[config.mk]
export PLATFORM = sky130hd
export DESIGN_NAME = run_sequencer
export DESIGN_NICKNAME = d
export VERILOG_FILES = /design/src/rtl/run_seq_pkg.sv /design/src/rtl/run_timer.sv /design/src/rtl/run_sequencer.sv
export SDC_FILE = /design/constraint.sdc
export NUM_CORES = 1
export LEC_CHECK = 0
export CELL_PAD_IN_SITES_DETAIL_PLACEMENT = 1
export CELL_PAD_IN_SITES_GLOBAL_PLACEMENT = 2
export CORE_UTILIZATION = 24
export CTS_BUF_LIST = sky130_fd_sc_hd__clkbuf_8 sky130_fd_sc_hd__clkbuf_16
export DETAILED_ROUTE_END_ITERATION = 12
export PLACE_DENSITY = 0.86
export SYNTH_ARGS = -nofsm -noshare
export SYNTH_HDL_FRONTEND = slang
export SYNTH_SLANG_ARGS = --single-unit
[constraint.sdc]
create_clock -name clk -period 2.3 [get_ports clk]
set_input_delay 0.345 -clock clk [delete_from_list [all_inputs] [get_ports clk]]
set_output_delay 0.345 -clock clk [all_outputs]
set_load 0.005 [all_outputs]
[src/rtl/run_seq_pkg.sv]
// Shared types and default sizing for the run sequencer and its timer.
package run_seq_pkg;

    localparam int unsigned AW_DEF      = 8;
    localparam int unsigned DW_DEF      = 8;
    localparam int unsigned CW_DEF      = 16;
    localparam int unsigned TIMEOUT_DEF = 4096;

    typedef enum logic [2:0] {
        ST_IDLE,
        ST_LOAD,
        ST_PRESET,
        ST_RUN,
        ST_READ,
        ST_FIN
    } state_t;

endpackage

[src/rtl/run_timer.sv]
// RUN-phase cycle counter with saturating timeout detect and result latch.
module run_timer
    import run_seq_pkg::*;
#(
    parameter int unsigned CW      = CW_DEF,
    parameter int unsigned TIMEOUT = TIMEOUT_DEF
) (
    input  logic          clk,
    input  logic          reset,
    input  logic          clr,
    input  logic          run,
    input  logic          proc_done,
    output logic [CW-1:0] count,
    output logic          done_c,
    output logic          expire_c,
    output logic [CW-1:0] cycles,
    output logic          timed_out
);

    localparam logic [CW-1:0] LAST  = CW'(TIMEOUT - 1);
    localparam logic [CW-1:0] LIMIT = CW'(TIMEOUT);

    // Completion beats timeout when both land in the same cycle
    always_comb begin
        done_c   = run && proc_done;
        expire_c = run && !proc_done && (count >= LAST);
    end

    // Counter restarts at zero on every entry to RUN
    always_ff @(posedge clk) begin
        if (reset) begin
            count <= '0;
        end else if (!run) begin
            count <= '0;
        end else if (count < LAST) begin
            count <= count + CW'(1);
        end
    end

    always_ff @(posedge clk) begin
        if (reset || clr) begin
            cycles    <= '0;
            timed_out <= 1'b0;
        end else if (done_c) begin
            cycles <= count + CW'(1);
        end else if (expire_c) begin
            cycles    <= LIMIT;
            timed_out <= 1'b1;
        end
    end

endmodule

[src/rtl/run_sequencer.sv]
// Job sequencer: preload data memory, reset and run the processor,
// then stream a window of memory back out.
module run_sequencer
    import run_seq_pkg::*;
#(
    parameter int unsigned AW      = AW_DEF,
    parameter int unsigned DW      = DW_DEF,
    parameter int unsigned CW      = CW_DEF,
    parameter int unsigned TIMEOUT = TIMEOUT_DEF
) (
    input  logic          clk,
    input  logic          reset,
    input  logic          start,
    input  logic [AW-1:0] rd_base,
    input  logic [AW:0]   rd_count,
    input  logic          ld_valid,
    output logic          ld_ready,
    input  logic [AW-1:0] ld_addr,
    input  logic [DW-1:0] ld_data,
    input  logic          ld_last,
    output logic          mem_we,
    output logic [AW-1:0] mem_addr,
    output logic [DW-1:0] mem_wdata,
    input  logic [DW-1:0] mem_rdata,
    output logic          mem_host_sel,
    output logic          proc_reset,
    output logic          proc_req,
    input  logic          proc_done,
    output logic          rb_valid,
    input  logic          rb_ready,
    output logic [AW-1:0] rb_addr,
    output logic [DW-1:0] rb_data,
    output logic          busy,
    output logic          finished,
    output logic          timed_out,
    output logic [CW-1:0] cycles
);

    state_t        state;
    state_t        state_nxt;
    logic          preset_cnt;
    logic [AW-1:0] rd_base_q;
    logic [AW:0]   rd_count_q;
    logic [AW:0]   idx;
    logic [CW-1:0] run_count;
    logic          done_c;
    logic          expire_c;
    logic          start_acc_c;
    logic          ld_acc_c;
    logic          rd_empty_c;
    logic          rb_xfer_c;
    logic          rb_last_c;
    logic [AW-1:0] rd_addr_c;

    always_comb begin
        start_acc_c = (state == ST_IDLE) && start;
        ld_acc_c    = (state == ST_LOAD) && ld_valid;
        rd_empty_c  = (rd_count_q == '0);
        rb_xfer_c   = (state == ST_READ) && !rd_empty_c && rb_ready;
        rb_last_c   = (idx == rd_count_q - (AW+1)'(1));
        rd_addr_c   = rd_base_q + idx[AW-1:0];
    end

    run_timer #(
        .CW      (CW),
        .TIMEOUT (TIMEOUT)
    ) u_timer (
        .clk       (clk),
        .reset     (reset),
        .clr       (start_acc_c),
        .run       (state == ST_RUN),
        .proc_done (proc_done),
        .count     (run_count),
        .done_c    (done_c),
        .expire_c  (expire_c),
        .cycles    (cycles),
        .timed_out (timed_out)
    );

    always_ff @(posedge clk) begin
        if (reset) begin
            state <= ST_IDLE;
        end else begin
            state <= state_nxt;
        end
    end

    always_comb begin
        state_nxt = state;
        case (state)
            ST_IDLE:   if (start) state_nxt = ST_LOAD;
            ST_LOAD:   if (ld_valid && ld_last) state_nxt = ST_PRESET;
            ST_PRESET: if (preset_cnt) state_nxt = ST_RUN;
            ST_RUN: begin
                if (done_c) begin
                    state_nxt = ST_READ;
                end else if (expire_c) begin
                    state_nxt = ST_FIN;
                end
            end
            ST_READ: begin
                if (rd_empty_c || (rb_xfer_c && rb_last_c)) begin
                    state_nxt = ST_FIN;
                end
            end
            ST_FIN:    state_nxt = ST_IDLE;
            default:   state_nxt = ST_IDLE;
        endcase
    end

    // Outputs are decoded from state; reset silences everything except proc_reset
    always_comb begin
        ld_ready     = 1'b0;
        mem_we       = 1'b0;
        mem_addr     = '0;
        mem_wdata    = '0;
        mem_host_sel = 1'b0;
        proc_reset   = reset;
        proc_req     = 1'b0;
        rb_valid     = 1'b0;
        rb_addr      = '0;
        rb_data      = '0;
        busy         = 1'b0;
        finished     = 1'b0;
        if (!reset) begin
            busy = (state != ST_IDLE);
            case (state)
                ST_LOAD: begin
                    ld_ready     = 1'b1;
                    mem_host_sel = 1'b1;
                    if (ld_acc_c) begin
                        mem_we    = 1'b1;
                        mem_addr  = ld_addr;
                        mem_wdata = ld_data;
                    end
                end
                ST_PRESET: proc_reset = 1'b1;
                ST_RUN:    proc_req   = (run_count == '0);
                ST_READ: begin
                    mem_host_sel = 1'b1;
                    if (!rd_empty_c) begin
                        rb_valid = 1'b1;
                        mem_addr = rd_addr_c;
                        rb_addr  = rd_addr_c;
                        rb_data  = mem_rdata;
                    end
                end
                ST_FIN:    finished = 1'b1;
                default: ;
            endcase
        end
    end

    always_ff @(posedge clk) begin
        if (reset) begin
            preset_cnt <= 1'b0;
            rd_base_q  <= '0;
            rd_count_q <= '0;
            idx        <= '0;
        end else begin
            if (start_acc_c) begin
                rd_base_q  <= rd_base;
                rd_count_q <= rd_count;
                idx        <= '0;
            end
            if (state == ST_PRESET) begin
                preset_cnt <= !preset_cnt;
            end else begin
                preset_cnt <= 1'b0;
            end
            if (rb_xfer_c) begin
                idx <= idx + (AW+1)'(1);
            end
        end
    end

endmodule
## Yosys cells after proc, flatten, opt, wreduce, memory -nomap -nowiden

Index checks and enable logic that the tools add are counted.

| word-level totals | value |
|---|---|
| register bits after elaboration | 63 |
| bits of input ports | 48 |
| output and inout port bits | 57 |
| logic and storage cells | 93 |

| cells by class | value |
|---|---|
| $lt $le $gt $ge | 2 |
| reduce and logical (&&, ||, !) cells | 25 |
| multiplexer cells | 40 |
| add/sub/neg operators | 4 |
| bitwise gates (word level) | 3 |
| equal/unequal tests | 11 |

Operator list:

| cell | number |
|---|---|
| two-way mux 8 bit | 11 |
| two-way mux 16 bit | 2 |
| two-way mux 3 bit | 6 |
| two-way mux 9 bit | 2 |
| two-way mux 1 bit | 17 |
| adder 16 x 1 -> 16 bit (second input constant) | 1 |
| greater-or-equal comparator 16 x 12 -> 1 bit (second input constant) | 1 |
| logical NOT 16 bit | 1 |
| less-than comparator 16 x 12 -> 1 bit (second input constant) | 1 |
| one-hot mux 8 bit (2 select lines) | 1 |
| one-hot mux 3 bit (5 select lines) | 1 |
| adder 9 x 1 -> 9 bit (second input constant) | 1 |
| equality test 9 bit | 1 |
| logical AND 1 bit | 9 |
| logical NOT 9 bit | 1 |
| subtractor 9 x 1 -> 9 bit (second input constant) | 1 |
| adder 8 bit | 1 |
| equality test 3 x 2 -> 1 bit (second input constant) | 2 |
| equality test 3 bit (second input constant) | 2 |
| OR reduction 2 bit | 3 |
| AND reduction 5 bit | 1 |
| inequality test 2 x 1 -> 1 bit (second input constant) | 2 |
| inequality test 2 bit (second input constant) | 2 |
| nonzero test 2 bit | 2 |
| 8 further kinds | 13 |

## Logic depth before layout (Yosys ltp)

Gate-level depths: netlist of run 1.

| depth | value |
|---|---|
| word-level depth | 8 |
| depth in mapped cells | 9 |
| mapped depth without buffers | 8 |

## Modules after synthesis

A second synthesis of run 1 with hierarchy kept.

| unflattened totals | value |
|---|---|
| cell total of the unflattened synthesis | 453 |
| area, all modules | 3,713.6 sq um |

By module, submodules not included:

| module | area each (sq um) | times used | seq. area each (sq um) | cells an instance |
|---|---|---|---|---|
| run_sequencer | 2,178.3 | 1 | 600.6 | 295 |
| run_timer | 1,535.2 | 1 | 660.6 | 158 |

## Worst setup path before layout of run 1

Ideal clock, no wire load.

| timing path | value |
|---|---|
| path type | register to register |
| start | register u_timer.count[0] |
| end | register state[0] |
| setup slack | -0.117 ns |
| path buffers | 1 |
| stages on the path, launching flop included | 9 |
| period minus slack after synthesis | 2.417 ns |
| arrival time | 2.343 ns |
| data required time | 2.226 ns |
| setup time | 0.074 ns |
| cell sequence | dfxtp_1 -> ha_1 -> nand3_4 -> or4_4 -> and2_1 -> buf_6 -> o2bb2ai_2 -> or4_1 -> a31oi_1 |

| on the way | value |
|---|---|
| word-level cells in the longest chain between the ends | 4 |

RTL lines:

| element | line | text |
|---|---|---|
| from (decl) | run_timer.sv:13 | `output logic [CW-1:0] count,` |
| from (signal assigned) | run_timer.sv:36 | `count <= count + CW'(1);` |
| greater-or-equal comparator 16 x 12 -> 1 bit | run_timer.sv:26 | `expire_c = run && !proc_done && (count >= LAST);` |
| logical AND 1 bit | run_timer.sv:26 |  |
| inequality test 3 bit (no line) | -- |  |
| AND reduction 5 bit (no line) | -- |  |
| to (signal assigned) | run_sequencer.sv:84 | `state <= state_nxt;` |
| to (decl) | run_sequencer.sv:39 | `state_t state;` |

No other way between the ends.
A chain may end at the register's enable or synchronous reset.

## Final worst setup path of run 1

| timing path | value |
|---|---|
| start | register rd_base_q[0] |
| end | output port mem_addr[6] |

| on the way | value |
|---|---|
| word-level cells in the longest chain between the ends | 4 |

RTL lines:

| element | line | text |
|---|---|---|
| from (decl) | run_sequencer.sv:42 | `logic [AW-1:0] rd_base_q;` |
| from (signal assigned) | run_sequencer.sv:162 | `rd_base_q <= rd_base;` |
| adder 8 bit | run_sequencer.sv:61 | `rd_addr_c = rd_base_q + idx[AW-1:0];` |
| two-way mux 8 bit | run_sequencer.sv:141 | `if (!rd_empty_c) begin` |
| one-hot mux 8 bit (2 select lines) | run_sequencer.sv:127 | `case (state)` |
| two-way mux 8 bit | run_sequencer.sv:125 | `if (!reset) begin` |
| to (decl) | run_sequencer.sv:22 | `output logic [AW-1:0] mem_addr,` |

No other way between the ends.

==> results.cfg, run 1 <==
[drt]
drc = 0
dr.pass1.iters = 4
viasPerCell = 4.87
wl_per_cell_um = 16.5
via_count = 4032
drtIter0Drc = 185
wl_um = 13700
drtAntennaViolNets = 0

[power_and_ir_drop]
p_leak_nw = 2.58
power_density_mw_per_mm2 = 527
peakVddDrop_mv = 0.285
total_power_w = 0.00326

[cts]
clock-sinks = 63
cts_tree = yes
cts_buffers = 9
h-tree-depth = 3
clk_latency_ns = 0.33
path_clk_slew_ns = 0.05
cts_root_buf = clkbuf_16
cts.path.max_buffers = 2

[sta]
fmax_ghz = 0.364
setup_tns_ns = -2.87
hold_viol = 0
drv_slew = 0
worstMarginPinSlew_ns = 0.495
setup_violations = 20
setup_slack_ns = -0.447
post-route-min-period_ns = 2.75
rsz0062_at_grt = true
period_share = 1.19
slew_headroom = 0.668
fin_skew_ns = 0.00542

[synthesis]
ys_types = 54
async_flop_share = 0
netlist_top_cells_area = dfxtp_1 35%, xnor2_1 6.1%, a21oi_1 5.4%
synth_area_mm2 = 0.00361
yosys.area.top_type_share = 0.350
synth_flop_cell = dfxtp_1
syn-num-nets = 515
synth_top_area_cell = dfxtp_1
synth-seq-cells = 63
syn_inst = 455
avgSynthCellArea_um2 = 7.93
yosysWarnings = 0
ys_seq_area_frac = 0.350
synth-edff-count = 0

[die]
die_x_um = 125
dieHeight_um = 125
start_util = 0.247
die_area_mm2 = 0.0155
rows = 44
core_area_mm2 = 0.0146
io_pins = 105

[setup_path]
setup.worst_path.start = rd_base_q[0]
path_class = reg2out
r2r_cells = 10
rrSetupSlack_ns = -0.04
worstPathRequired_ns = 1.96
crit_path_end = mem_addr[6]
crit_arrival_ns = 2.40
rr_startpoint = rd_count_q[0]
r2r_end = state[0]
crit_fanout = 2
worst_setup_path_start_kind = flop
end_kind = output pin

[place]
place_hpwl_um = 9050
preCtsSetupSlack_ns = -0.593
dp_cells = 777
place_congestion = 0.788
portBuffers = 104

[flow_run]
cap_violations = 0

[global_routing]
antenna_found_initial = 0
grt_pass1_wl_um = 21200
groute.usage.overall = 0.169
grt_max_degree = 38
gr-total-overflow = 0
grt_pass1_vias = 4090

[cells_and_area]
stdcell_count = 828
drive_gt1_frac = 0.342
final_common_cell = buf_4
fin_util = 0.424
antenna_cells = 0
area_delta_synth_final_pct = 71.6
nets = 699
layout_common_cells = 74 x buf_4, 68 x clkdlybuf4s50_1, 52 x dfxtp_1

[worst_hold_path]
holdCritPathClass = reg2reg

[status]
status = finished, violations left
failed_checks = setup timing
worst min path at each step:
stage	slack, ns	depth (start not counted)	end	start
CTS	0.43	1	preset_cnt	preset_cnt
floorplan	0.40	1	preset_cnt	preset_cnt
global placement	0.41	1	preset_cnt	preset_cnt
global route	0.45	1	preset_cnt	preset_cnt
detailed placement	0.42	1	preset_cnt	preset_cnt
finish	0.43	1	preset_cnt	preset_cnt
synth_stat cells, types with 10 or more instances:
library cell,number
and2_1,31
o21ai_0,10
nor3_1,11
nand3_1,11
inv_1,14
xnor2_1,25
ha_1,11
dfxtp_1,63
a22o_1,13
a21oi_1,39
clkbuf_1,20
nor2_1,51
nand2_1,51
xor2_1,17
where the power goes:
group / switching, W / internal [W] / leakage [nW]
clock network: 0.000485 / 0.000997 / 0.168
logic: 0.000307 / 0.000326 / 1.89
registers: 0.0000248 / 0.00112 / 0.516
total: 0.000816 / 0.00245 / 2.58
flip-flops by register name (all words and copies together), names as in the netlist:
register,flops
u_timer.count,16
u_timer.cycles,16
idx,9
rd_count_q,9
rd_base_q,8
state,3
preset_cnt,1
u_timer.timed_out,1
critical path, stage by stage (launching register included):
cell	delay (ns)
dfxtp_2	0.33
ha_4	0.16
fa_2	0.34
a21o_1	0.20
a21oi_2	0.17
o21bai_1	0.10
a21oi_2	0.22
xnor2_2	0.10
buf_4	0.14
a22o_1	0.19
buf_2	0.12
stage by stage:
stage               area [µm²]  hold slack, ns
finish                    6190           0.431
global route              6190           0.450
CTS                       5900           0.428
detailed placement        5230           0.421
global placement          5230           0.412
floorplan                 3620           0.399
cell families after synthesis:
group	share of synthesized area
and+or+nand+nor	0.283
xor gates and xnor gates	0.102
DFF	0.350
buffers and inverters	0.0461
AOI/OAI and AO/OA	0.176
adders and majority gates	0.0437
routing by layer:
layer,vias to the layer above,GRT usage,wire (µm)
li1,1945,-,-
met1,1956,0.210,6020
met2,113,0.289,6780
met3,18,0.0344,587
met4,0,0.0581,295
met5,-,0,0
area by class of cell:
| cell class | count | area (µm²) |
|---|---|---|
| inverters | 15 | 56.3 |
| flip-flops and latches | 63 | 1280 |
| multi-input cells | 351 | 2530 |
| well taps | 184 | 230 |
| fillers | 1685 | 8400 |
| clock buffers | 11 | 253 |
| repair buffers | 199 | 1760 |
| clock inverters | 5 | 72.6 |
repair_timing:
item / 4_1_cts / 5_1_grt
setup endpoints to repair: 37 / 50
pin swaps: 38 / 41
hold buffers: 0 / 0
gates cloned: 2 / 0
setup buffers: 26 / 15
resized for setup: 171 / 79
No activity file was read; power rests on OpenSTA's default activity.
==> run 2, diff against run 1 <==
--- a/config.mk
+++ b/config.mk
@@ -5,12 +5,13 @@
 export SDC_FILE = /design/constraint.sdc
 export NUM_CORES = 1
 export LEC_CHECK = 0
+export CAP_MARGIN = 20
 export CELL_PAD_IN_SITES_DETAIL_PLACEMENT = 1
 export CELL_PAD_IN_SITES_GLOBAL_PLACEMENT = 2
 export CORE_UTILIZATION = 24
 export CTS_BUF_LIST = sky130_fd_sc_hd__clkbuf_8 sky130_fd_sc_hd__clkbuf_16
 export DETAILED_ROUTE_END_ITERATION = 12
-export PLACE_DENSITY = 0.86
+export PLACE_DENSITY = 0.82
 export SYNTH_ARGS = -nofsm -noshare
 export SYNTH_HDL_FRONTEND = slang
 export SYNTH_SLANG_ARGS = --single-unit
==> run 2 against run 1 <==
  * The run still ends with setup timing left
  * Sequential power about the same
  * First-iteration DRC count decreased by 38%
  * Die area unchanged
  * Sequential share of layout area increased by 0.24 points
  * Worst hold slack improved by 0.0048 ns
  * Clock skew decreased by 0.0016 ns
  * Largest cell class unchanged
  * Combinational power decreased by 3%
  * Worst setup slack improved by 0.041 ns
==> results.cfg, run 2 (same netlist as run 1, synthesis figures left out) <==
[status]
status = finished, violations left
failed_checks = setup timing

[sta]
post-route-min-period_ns = 2.71
fmax_ghz = 0.370
slew_headroom = 0.657
setup_slack_ns = -0.406
hold_viol = 0
drv_slew = 0
rsz0062_at_grt = true
fin_skew_ns = 0.00381
worstMarginPinSlew_ns = 0.510
setup_violations = 23
period_share = 1.18

[drt]
viasPerCell = 4.82
wl_per_cell_um = 16.1
drtAntennaViolNets = 0
via_count = 3946
wl_um = 13200
drc = 0
dr.pass1.iters = 4
drtIter0Drc = 115

[setup_path]
crit_fanout = 2
end_kind = output pin
slowest_delay_ns = 0.37
rr_startpoint = rd_count_q[0]
crit_slowest_cell = fa_2
crit_top_cell = a21oi_2
path_buf_inv = 2
crit_arrival_ns = 2.36
worstPathRequired_ns = 1.96
path_class = reg2out
crit_chain = ha_4 -> fa_2 -> a21o_1 -> a21oi_2 -> o21bai_1 -> a21oi_2 -> xnor2_1 -> buf_4 -> a22o_1 -> buf_2
setup.worst_path.start = idx[0]
cpLargestDelayFamily = compound AO/OA/AOI/OAI gates
worst_setup_path_start_kind = flop

[global_routing]
groute.usage.overall = 0.168
antenna_found_initial = 0
gr-total-overflow = 0
grt_max_degree = 34
grt_pass1_wl_um = 21100
grt_pass1_vias = 4181

[cells_and_area]
nets = 690
antenna_cells = 0
fillers = 1711
regArea_mm2 = 0.00128
area_delta_synth_final_pct = 69.6
multiInputGateArea_mm2 = 0.00252
fin_area_mm2 = 0.00612
layout_common_cells = 70 x buf_4, 69 x clkdlybuf4s50_1, 52 x dfxtp_1
final_common_cell = buf_4
drive_gt1_frac = 0.326
largestRegisters = u_timer.count: 16 flops, u_timer.cycles: 16 flops

[place]
place_hpwl_um = 9290
dpl-instance-area_mm2 = 0.00527
place_congestion = 0.828
portBuffers = 104
preCtsSetupSlack_ns = -0.445

[worst_hold_path]
holdCritPathClass = reg2reg
hp-start = preset_cnt

[power_and_ir_drop]
power_density_mw_per_mm2 = 531
sw_frac_of_total = 0.264
pwr-share-clk = 0.456
pwr-share-seq = 0.355
power_switching_w = 0.000857
p_leak_nw = 2.52
peakVddDrop_mv = 0.336
power_frac_comb = 0.189
total_power_w = 0.00325
internal_power_w = 0.00239

[cts]
path_clk_slew_ns = 0.06
h-tree-depth = 3
cts_root_buf = clkbuf_16
cts_tree = yes
clock-sinks = 63
clk_latency_ns = 0.34
cts_hold_buffers = 0
cts.path.max_buffers = 2
cts_buffers = 9

[die]
rows = 44
io_pins = 105
dieHeight_um = 125
core_area_mm2 = 0.0146
start_util = 0.247
die_area_mm2 = 0.0155
die_x_um = 125

[flow_run]
cap_violations = 0
-- run 2: changes by cell type in the layout (fill, tap and decap cells not counted), sizes merged --
cell	change
buf	-7
clkinvlp	+2
dlygate4sd2	-1
clkdlybuf4s50	+1
clkinv	+2
clkbuf	-4
inv	-2
dlymetal6s2s	+1
clkdlybuf4s15	-1
-- run 2: routing by layer --
layer  share of wire  vias up  track usage
met5               0        -            0
met3           0.035       14       0.0275
met2            0.51       91        0.294
met4           0.017        0       0.0631
met1            0.44     1914        0.205
li1                -     1927            -
-- run 2: timing repair --
item                                   CTS  global route
pin swaps                               38            38
endpoints found under the hold margin    0             0
setup endpoints to repair               36            43
resized for setup                      161            82
buffers inserted                        15            12
gates cloned                             2             0
-- run 2: final timing paths --
path	cells after the start	to	slack, ns
setup / recovery	10	mem_addr[6]	-0.41
hold / removal	1	preset_cnt	0.44
setup reg to reg	9	state[0]	0.05
hold reg to reg	1	preset_cnt	0.44
-- run 2: power by group through the flow --
stage / clock [W] / sequential, W / combinational, W
floorplan: 0 / 0.00117 / 0.000243
detailed placement: 0 / 0.00117 / 0.000505
global route: 0.00155 / 0.00116 / 0.000669
finish: 0.00148 / 0.00115 / 0.000615
CTS: 0.00150 / 0.00115 / 0.000551
global placement: 0 / 0.00117 / 0.000492
-- run 2: through the flow --
stage | std cells | utilization | setup TNS (ns) | hold WS, ns
after CTS | 813 | 0.401 | -2.45 | 0.435
after floorplan | 455 | - | 0 | 0.399
after global placement | 781 | 0.361 | -8.05 | 0.410
after global routing | 819 | 0.419 | -5.68 | 0.442
final | 819 | 0.419 | -3.26 | 0.435
after detailed placement | 781 | 0.361 | -10.76 | 0.427
-- run 2: area by class of cell --
type,instances,share of cell area
Multi-Input combinational cell,351,0.412
Timing Repair Buffer,190,0.279
Sequential cell,63,0.209
Tap cell,184,0.0376
Clock buffer,9,0.0368
Clock inverter,7,0.0160
Inverter,15,0.00920
==> run 3, diff against run 2 <==
--- a/config.mk
+++ b/config.mk
@@ -8,10 +8,12 @@
 export CAP_MARGIN = 20
 export CELL_PAD_IN_SITES_DETAIL_PLACEMENT = 1
 export CELL_PAD_IN_SITES_GLOBAL_PLACEMENT = 2
-export CORE_UTILIZATION = 24
+export CORE_MARGIN = 1
+export CORE_UTILIZATION = 32
 export CTS_BUF_LIST = sky130_fd_sc_hd__clkbuf_8 sky130_fd_sc_hd__clkbuf_16
 export DETAILED_ROUTE_END_ITERATION = 12
-export PLACE_DENSITY = 0.82
+export DONT_BUFFER_PORTS = 1
+export PLACE_DENSITY = 0.81
 export SYNTH_ARGS = -nofsm -noshare
 export SYNTH_HDL_FRONTEND = slang
 export SYNTH_SLANG_ARGS = --single-unit
==> run 3 against run 2 <==
  * The flow still finishes with violations (setup timing)
  * Die area is 25% lower
  * Register-to-register slack better by 0.03 ns
  * Global-route usage is 3.2 points higher
  * Clock power shrank 39%
  * Core utilization up 0.15 points
  * Combinational power fell by 28%
  * Wire length shrank 14%
  * Sequential cell count stayed put
  * Via count fell by 14%
  * Power shrank 23%
  * Critical endpoint unchanged
  * Largest power group is now sequential cells
==> results.cfg, run 3 (same netlist as run 1, synthesis figures left out) <==
[sta]
setup_violations = 5
setup_slack_ns = -0.195
fmax_ghz = 0.401
slew_headroom = 0.651
post-route-min-period_ns = 2.49
rsz0062_at_grt = true
hold_viol = 0
worstMarginPinSlew_ns = 0.521
drv_slew = 0
fin_skew_ns = 0.0100
period_share = 1.08

[drt]
drtIter0Drc = 107
via_count = 3386
wl_um = 11400
drtAntennaViolNets = 0
drc = 0
wl_per_cell_um = 17.9
dr.pass1.iters = 4
viasPerCell = 5.32

[cts]
clock-sinks = 63
cts_tree = yes
clk_latency_ns = 0.36
h-tree-depth = 3
cts.path.max_buffers = 2
cts_root_buf = clkbuf_8
path_clk_slew_ns = 0.08
cts_buffers = 9
cts_hold_buffers = 0

[power_and_ir_drop]
peakVddDrop_mv = 0.273
power_density_mw_per_mm2 = 545
p_leak_nw = 1.79

[setup_path]
crit_arrival_ns = 2.15
worstPathRequired_ns = 1.96
worst_setup_path_start_kind = flop
crit_fanout = 2
end_kind = output pin
path_class = reg2out

[global_routing]
grt_max_degree = 39
gr-total-overflow = 0
groute.usage.overall = 0.200
antenna_found_initial = 1
grt_pass1_wl_um = 17800
grt_pass1_vias = 3483

[place]
place_hpwl_um = 8180
dpl-instance-area_mm2 = 0.00401
portBuffers = 0
place_congestion = 0.839

[cells_and_area]
fin_util = 0.421
nets = 551
regArea_mm2 = 0.00128
fillers = 1277
drive_gt1_frac = 0.270
fin_area_mm2 = 0.00458
antenna_cells = 0
area_delta_synth_final_pct = 27.1
layout_common_cells = 52 x dfxtp_1, 50 x nand2_1, 49 x nor2_1
multiInputGateArea_mm2 = 0.00248
largestRegisters = u_timer.count: 16 flops, u_timer.cycles: 16 flops
final_common_cell = dfxtp_1

[die]
dieHeight_um = 108
start_util = 0.331
core_area_mm2 = 0.0109
io_pins = 105
rows = 38
die_x_um = 108
die_area_mm2 = 0.0117

[flow_run]
cap_violations = 0

[worst_hold_path]
holdCritPathClass = in2reg

[status]
failed_checks = setup timing
status = finished, violations left
==> run 3: cell count changes in the layout (fill, tap and decap cells not counted), sizes merged <==
cell,delta
dlygate4sd2,-1
inv,+1
clkdlybuf4s50,-69
dlymetal6s2s,-1
buf,-63
clkbuf,-3
clkinv,+1
clkdlybuf4s15,-1
bufinv,-2
clkinvlp,-1
==> run 3: worst paths after layout <==
check	startpoint	to	slack, ns	depth (start not counted)
max	rd_base_q[0]	mem_addr[6]	-0.19	8
min	reset	rd_base_q[1]	0.03	1
max reg2reg	u_timer.count[1]	state[0]	0.08	7
min reg2reg	preset_cnt	preset_cnt	0.43	1
==> run 3: timing repair <==
item | CTS | global route
pin swaps | 13 | 35
gates cloned | 2 | 1
gates resized for setup | 37 | 48
buffers inserted | 4 | 2
endpoints found under the hold margin | 0 | 0
setup endpoints to repair | 34 | 45
==> run 3: worst max-delay path, cell delays in order, from the launching register on <==
cell and delay [ns]:
dfxtp_2 0.34, ha_4 0.16, fa_2 0.35, a21o_1 0.18, a21oi_2 0.15, o21bai_1 0.09
a21oi_2 0.19, xnor2_2 0.08, a22o_1 0.24
==> run 3: metal layers <==
metal,vias to the layer above,GRT usage,share of wire
met5,-,0,0
met4,0,0.0665,0.018
met3,15,0.0530,0.060
met2,110,0.332,0.48
met1,1616,0.250,0.44
li1,1645,-,-
==> run 3: power breakdown <==
part	switching, W	internal [W]	leakage (nW)
Sequential	0.0000355	0.00112	0.516
Combinational	0.000245	0.000197	1.18
Clock	0.000475	0.000423	0.0926
Total	0.000755	0.00174	1.79
==> run 3: per-stage QoR <==
step                      instances  setup WS, ns  hold WS, ns  TNS (ns)  power (W)
after floorplan                 455       0.00588        0.399         0    0.00141
after global placement          612        0.0770        0.410         0    0.00152
after detailed placement        612       -0.0794        0.419   -0.0794    0.00153
after CTS                       634        -0.190       0.0239    -0.552    0.00248
after global routing            636        -0.265       0.0188     -1.52    0.00263
final                           636        -0.195       0.0349    -0.503    0.00250
==> run 3: layout make-up <==
cell class                 count  area share
sequential                    63       0.280
timing repair buffer          51      0.0893
clock buffer                  10      0.0300
clock inverter                 6     0.00956
multi-input combinational    351       0.541
inverter                      15      0.0123
tap                          140      0.0382
